===== config.mk =====
export PLATFORM = sky130hd
export DESIGN_NAME = pe_param_demux_router
export DESIGN_NICKNAME = d
export VERILOG_FILES = /design/src/rtl/pe_param_demux_router_pkg.sv /design/src/rtl/pe_param_demux_router_out_slot.sv /design/src/rtl/pe_param_demux_router.sv
export SDC_FILE = /design/constraint.sdc
export NUM_CORES = 1
export LEC_CHECK = 0
export ABC_AREA = 0
export ABC_CLOCK_PERIOD_IN_PS = 1900
export BUFFER_PORTS_ARGS = -buffer_cell sky130_fd_sc_hd__buf_2
export CAP_MARGIN = 5
export CORE_UTILIZATION = 42
export DETAILED_ROUTE_END_ITERATION = 10
export GPL_TIMING_DRIVEN = 1
export PLACE_DENSITY = 0.76
export SLEW_MARGIN = 20
export SYNTH_ARGS = -nofsm -noshare
export SYNTH_HDL_FRONTEND = slang
export SYNTH_HIERARCHICAL = 1
export SYNTH_SLANG_ARGS = --single-unit
export TNS_END_PERCENT = 100

===== constraint.sdc =====
create_clock -name clk -period 1.9 [get_ports clk]
set_clock_uncertainty 0.2 [all_clocks]
set_input_delay 0.285 -clock clk [delete_from_list [all_inputs] [get_ports clk]]
set_output_delay 0.285 -clock clk [all_outputs]
set_load 0.01 [all_outputs]

===== src/rtl/pe_param_demux_router_pkg.sv =====
// Shared defaults for PE datapath blocks.
// Data and counter widths used when a parameter is not overridden.
package pe_param_demux_router_pkg;

    localparam int PE_DATA_W = 8;
    localparam int PE_CNT_W  = 8;

endpackage


===== src/rtl/pe_param_demux_router_out_slot.sv =====
// One-entry output register slice for a demux channel.
// Load wins over drain so a slot can refill in the cycle it empties.
module pe_out_slot
    import pe_param_demux_router_pkg::*;
#(
    parameter int WIDTH = PE_DATA_W
) (
    input  logic             clk,
    input  logic             rst,
    input  logic             load,
    input  logic             drain,
    input  logic [WIDTH-1:0] d,
    output logic             full,
    output logic [WIDTH-1:0] q
);

    // slot state: load takes priority, otherwise drain empties it
    always_ff @(posedge clk) begin
        if (rst) begin
            full <= 1'b0;
            q    <= '0;
        end else if (load) begin
            full <= 1'b1;
            q    <= d;
        end else if (drain) begin
            full <= 1'b0;
        end
    end

endmodule


===== src/rtl/pe_param_demux_router.sv =====
// Registered 1-to-N_OUT router with broadcast and drop counting.
// Select decode and ready reduction here; buffering lives in pe_out_slot.
module pe_param_demux_router
    import pe_param_demux_router_pkg::*;
#(
    parameter  int WIDTH = PE_DATA_W,
    parameter  int N_OUT = 2,
    parameter  int CNT_W = PE_CNT_W,
    localparam int SEL_W = $clog2(N_OUT)
) (
    input  logic                   clk,
    input  logic                   rst,
    input  logic [WIDTH-1:0]       in_data,
    input  logic [SEL_W-1:0]       in_sel,
    input  logic                   in_bcast,
    input  logic                   in_valid,
    output logic                   in_ready,
    output logic [N_OUT*WIDTH-1:0] out_data,
    output logic [N_OUT-1:0]       out_valid,
    input  logic [N_OUT-1:0]       out_ready,
    output logic                   sel_err,
    output logic [CNT_W-1:0]       drop_cnt
);

    localparam logic [SEL_W:0] N_X = (SEL_W+1)'(N_OUT);

    logic [N_OUT-1:0] full;
    logic [N_OUT-1:0] acc;
    logic [N_OUT-1:0] tgt;
    logic [N_OUT-1:0] load;
    logic             sel_oob;
    logic             xfer;
    logic             drop;

    // target set, ready reduction over targets, and per-slot load strobes
    always_comb begin
        acc     = ~full | out_ready;
        sel_oob = {1'b0, in_sel} >= N_X;
        tgt     = '0;
        for (int i = 0; i < N_OUT; i++) begin
            tgt[i] = in_bcast || (in_sel == SEL_W'(i));
        end
        in_ready = &(acc | ~tgt);
        xfer     = in_valid && in_ready;
        load     = xfer ? tgt : '0;
        drop     = xfer && !in_bcast && sel_oob;
    end

    // sticky select error and saturating drop counter
    always_ff @(posedge clk) begin
        if (rst) begin
            sel_err  <= 1'b0;
            drop_cnt <= '0;
        end else if (drop) begin
            sel_err <= 1'b1;
            if (drop_cnt != {CNT_W{1'b1}}) begin
                drop_cnt <= drop_cnt + 1'b1;
            end
        end
    end

    for (genvar g = 0; g < N_OUT; g++) begin : g_slot
        pe_out_slot #(
            .WIDTH (WIDTH)
        ) u_slot (
            .clk   (clk),
            .rst   (rst),
            .load  (load[g]),
            .drain (out_ready[g]),
            .d     (in_data),
            .full  (full[g]),
            .q     (out_data[g*WIDTH +: WIDTH])
        );
    end

    assign out_valid = full;

endmodule


# --- Word level (Yosys, flattened, before mapping) ---
# Index checks and enable logic that the tools add are counted.
word_totals:
  register_bits: 18
  out_inout_bits: 28
  in_bits: 15
op_classes:
  n_mux: 5
  bitwise_logic: 5
  n_reduce_logical: 6
op_table:
  columns: ["cell", "count"]
  rows:
  - ["two-way mux 1 bit", 4]
  - ["NOT 2 bit", 2]
  - ["bitwise OR 2 bit", 2]
  - ["nonzero test 2 bit", 2]
  - ["logical OR 1 bit", 2]
  - ["two-way mux 2 bit", 1]
  - ["AND reduction 2 bit", 1]
  - ["logical AND 1 bit", 1]
  - ["NOT 1 bit", 1]

# --- Logic depth before layout (Yosys ltp) ---
depth:
  word_depth: 8
  depth_mapped: 5
  ltp_nobuf: 4

# --- Hierarchy ---
# Netlist, hierarchy kept.
modules_own_cells:
  columns: ["mod", "instances", "cells_each", "area_each_um2"]
  rows:
  - ["pe_out_slot", 2, 30, 321.6]
  - ["pe_param_demux_router", 1, 20, 152.6]

# --- Worst setup path after synthesis ---
# Ideal clock, no wire load.
synth_timing:
  kind: "reg-to-reg"
  start: "register g_slot[1].u_slot.full"
  end: "register g_slot[0].u_slot.q[0]"
  setup_time_ns: 0.117
  t_arrival_ns: 1.296
  required_time_ns: 1.583
  setup_slack_ns: 0.287
  stages_incl_launch_ff: 6
  path_cell_list: "dfxtp_1 > nor2b_1 > a2111oi_2 > buf_6 > mux2i_1 > nor2_1"
synth_between:
  elab_chain_cells: 6
synth_lines:
  columns: ["element", "line_no", "rtl"]
  rows:
  - ["start: declaration", "pe_param_demux_router_out_slot.sv:13", "output logic full,"]
  - ["start signal: assignment", "pe_param_demux_router_out_slot.sv:20", "full <= 1'b0;"]
  - ["start signal: assignment", "pe_param_demux_router_out_slot.sv:23", "full <= 1'b1;"]
  - ["start signal: assignment", "pe_param_demux_router_out_slot.sv:26", "full <= 1'b0;"]
  - ["NOT 2 bit", "pe_param_demux_router.sv:37", "acc = ~full | out_ready;"]
  - ["bitwise OR 2 bit", "pe_param_demux_router.sv:37", null]
  - ["bitwise OR 2 bit", "pe_param_demux_router.sv:43", "in_ready = &(acc | ~tgt);"]
  - ["AND reduction 2 bit", "pe_param_demux_router.sv:43", null]
  - ["logical AND 1 bit", "pe_param_demux_router.sv:44", "xfer = in_valid && in_ready;"]
  - ["two-way mux 2 bit", "pe_param_demux_router.sv:45", "load = xfer ? tgt : '0;"]
  - ["net load[0]", "pe_param_demux_router.sv:30", "logic [N_OUT-1:0] load;"]
  - ["end signal: assignment", "pe_param_demux_router_out_slot.sv:21", "q <= '0;"]
  - ["end signal: assignment", "pe_param_demux_router_out_slot.sv:24", "q <= d;"]
  - ["end: declaration", "pe_param_demux_router_out_slot.sv:14", "output logic [WIDTH-1:0] q"]
# The timed path passes the listed nets, and every way through them passes these cells.
# A chain may end at the register's enable or synchronous reset.

# --- Worst setup path in the final report ---
layout_timing:
  start: "register g_slot[1].u_slot.full"
  end: "register g_slot[0].u_slot.q[1]"
# Same word-level chain as after synthesis.

==> impl_metrics.env <==
export IMPL_rsz0062_at_grt="false"
export IMPL_start_util_pct=45.6
export IMPL_timing_max_cap_violations=0
export IMPL_crit_type="register to register"
export IMPL_grt_pass1_vias=584
export IMPL_path_max_fanout=9
export IMPL_boundaryPins=43
export IMPL_ys_ff_latch=18
export IMPL_grt_first_pass_wirelength_mm=2.19
export IMPL_antenna_found_initial=0
export IMPL_cp_end_kind="register"
export IMPL_fin_util_pct=55.8
export IMPL_clock_sinks=18
export IMPL_holdPathStages=3
export IMPL_synth_cell_type_count=15
export IMPL_overflow=0
export IMPL_antenna_cells=0
export IMPL_yosysSeqAreaShare_pct=45.3
export IMPL_avgSynthCellArea_um2=9.95
export IMPL_portBuffers=33
export IMPL_power_density_mw_per_mm2=807
export IMPL_status="completed"
export IMPL_n_fill_cell=178
export IMPL_wire_per_inst_um=10.9
export IMPL_ir_drop_uv=441
export IMPL_first_pass_iters=4
export IMPL_p_leak_nw=0.496
export IMPL_cts_root_buf="clkbuf_4"
export IMPL_grt_usage_pct=14.7
export IMPL_core_mm2=0.00175
export IMPL_clkTransAtPathRegs_ps=100
export IMPL_vias=614
export IMPL_clock_latency_ps=280
export IMPL_drt_wl_total_mm=1.51
export IMPL_reg2regPathDepth=5
export IMPL_netlist_instances=80
export IMPL_die_area_mm2=0.00207
export IMPL_fin_setup_tns_ps=0
export IMPL_final_common_cell="buf_2"
export IMPL_htreeDepth=1
export IMPL_min_from="in_data[6]"
export IMPL_remaining_drc_errors=0
export IMPL_die_x_um=45.5
export IMPL_arrival_ps=1710
export IMPL_rr_endpoint="g_slot[0].u_slot/q[1]"
export IMPL_ctsHoldBuffers=0
export IMPL_r2r_start="g_slot[1].u_slot/full"
export IMPL_drt_initial_drc_count=5
export IMPL_final_cell_mix="33 x buf_2, 18 x dfxtp_1, 17 x nor2_1"
export IMPL_slew_viol_final=0
export IMPL_ant_nets=0
export IMPL_fin_crit_sh_pct=91.5
export IMPL_syn_to_final_growth_pct=22.3
export IMPL_holdCritPathClass="primary input to register"
export IMPL_std_cell_rows=15
export IMPL_fin_nets=130
export IMPL_clockBufferDepth=2
export IMPL_hold_viol=0
export IMPL_timing_fmax_ghz=0.575
export IMPL_viasPerCell=4.42
export IMPL_r2r_slack_ps=160
export IMPL_syn_area_um2=796
export IMPL_worstPathRequired_ps=1870
export IMPL_tritoncts="yes"
export IMPL_whs_endpoint="g_slot[1].u_slot/q[6]"
export IMPL_yosysWarnings=6
export IMPL_fp_dieH_um=45.5
export IMPL_cts_resized=0
export IMPL_cts_setup_buffers=0
export IMPL_fin_crit_ps=1740
export IMPL_start_kind="register"
export IMPL_setup_viol_count_final=0
export IMPL_grt_max_degree=19
export IMPL_gp_congestion=0.638
export IMPL_hpwl_mm=1.19
export IMPL_cts_buffers=3
export IMPL_drive_gt1_share_pct=36.0
[sequential cells by signal, indices dropped and copies added, names as in the netlist]
name and count:
g_slot.u_slot/q 16, g_slot.u_slot/full 2
[where the power goes]
part / total (mW) / internal [mW] / switching, mW
Clock: 0.225 / 0.116 / 0.109
Sequential: 0.415 / 0.402 / 0.0133
Combinational: 0.144 / 0.0658 / 0.0787
[through the flow]
| step | total power [mW] | area, um2 | instances | hold WS [ps] | setup WS, ps |
|---|---|---|---|---|---|
| finish | 0.785 | 973 | 139 | 51.7 | 162 |
| CTS | 0.795 | 973 | 139 | 46.1 | 148 |
| detailed placement | 0.570 | 937 | 135 | 281 | 141 |
| global route | 0.822 | 973 | 139 | 44.3 | 75.7 |
| floorplan | 0.531 | 826 | 88 | 232 | 287 |
| global placement | 0.564 | 937 | 135 | 269 | 233 |
[routing by layer]
layer | GRT usage [%] | share of wire, %
met1 | 14.9 | 40
met2 | 29.1 | 54
met3 | 2.38 | 5.6
met4 | 5.45 | 0
met5 | 0 | 0
[how the worst max path moves through the flow]
stage | from | end | slack [ps]
3_5_place_dp | in_sel | g_slot[0].u_slot/q[2] | 140
5_1_grt | g_slot[1].u_slot/full | g_slot[0].u_slot/q[2] | 80
2_1_floorplan | g_slot[1].u_slot/full | g_slot[0].u_slot/q[0] | 290
3_3_place_gp | in_sel | g_slot[0].u_slot/q[7] | 230
6_report | g_slot[1].u_slot/full | g_slot[0].u_slot/q[1] | 160
4_1_cts | g_slot[1].u_slot/full | g_slot[0].u_slot/q[1] | 150
[worst max-delay path: stages, from the launching register on]
cell and delay, ps:
dfxtp_1 340, nor2b_1 170, a2111oi_2 390, buf_4 260, mux2i_1 210, nor2_1 50
[area by class of cell]
type	instances	area, um2	area share [%]
sequential	18	360	37.0
timing repair buffer	35	180	18.5
inverter	3	11.3	1.16
clock buffer	4	36.3	3.73
tap	25	31.3	3.21
multi-input combinational	54	354	36.4
[synthesized netlist by cell type (all sizes together)]
| library cell | instances | area [um2] |
|---|---|---|
| buf | 11 | 90.1 |
| nor2b | 3 | 18.8 |
| a2111oi | 2 | 30.0 |
| inv | 3 | 11.3 |
| nor3b | 1 | 7.51 |
| nor2 | 17 | 63.8 |
| mux2i | 16 | 160 |
| nand2b | 2 | 12.5 |
| clkbuf | 2 | 10.0 |
| o32ai | 1 | 8.76 |
| conb | 1 | 3.75 |
| and3b | 1 | 8.76 |
| a21oi | 2 | 10.0 |
| dfxtp | 18 | 360 |
[kinds of logic (layout without fill, tap and decap cells)]
logic type	count (synthesis)	count (layout)	share of synthesized area (%)
simple gates	24	24	14.0
flops	18	18	45.3
other cells	1	9	0.471
buf+inv	16	42	14.0
compound gates	5	5	6.13
mux	16	16	20.1
Note: power is estimated with default switching activity, not from simulation.
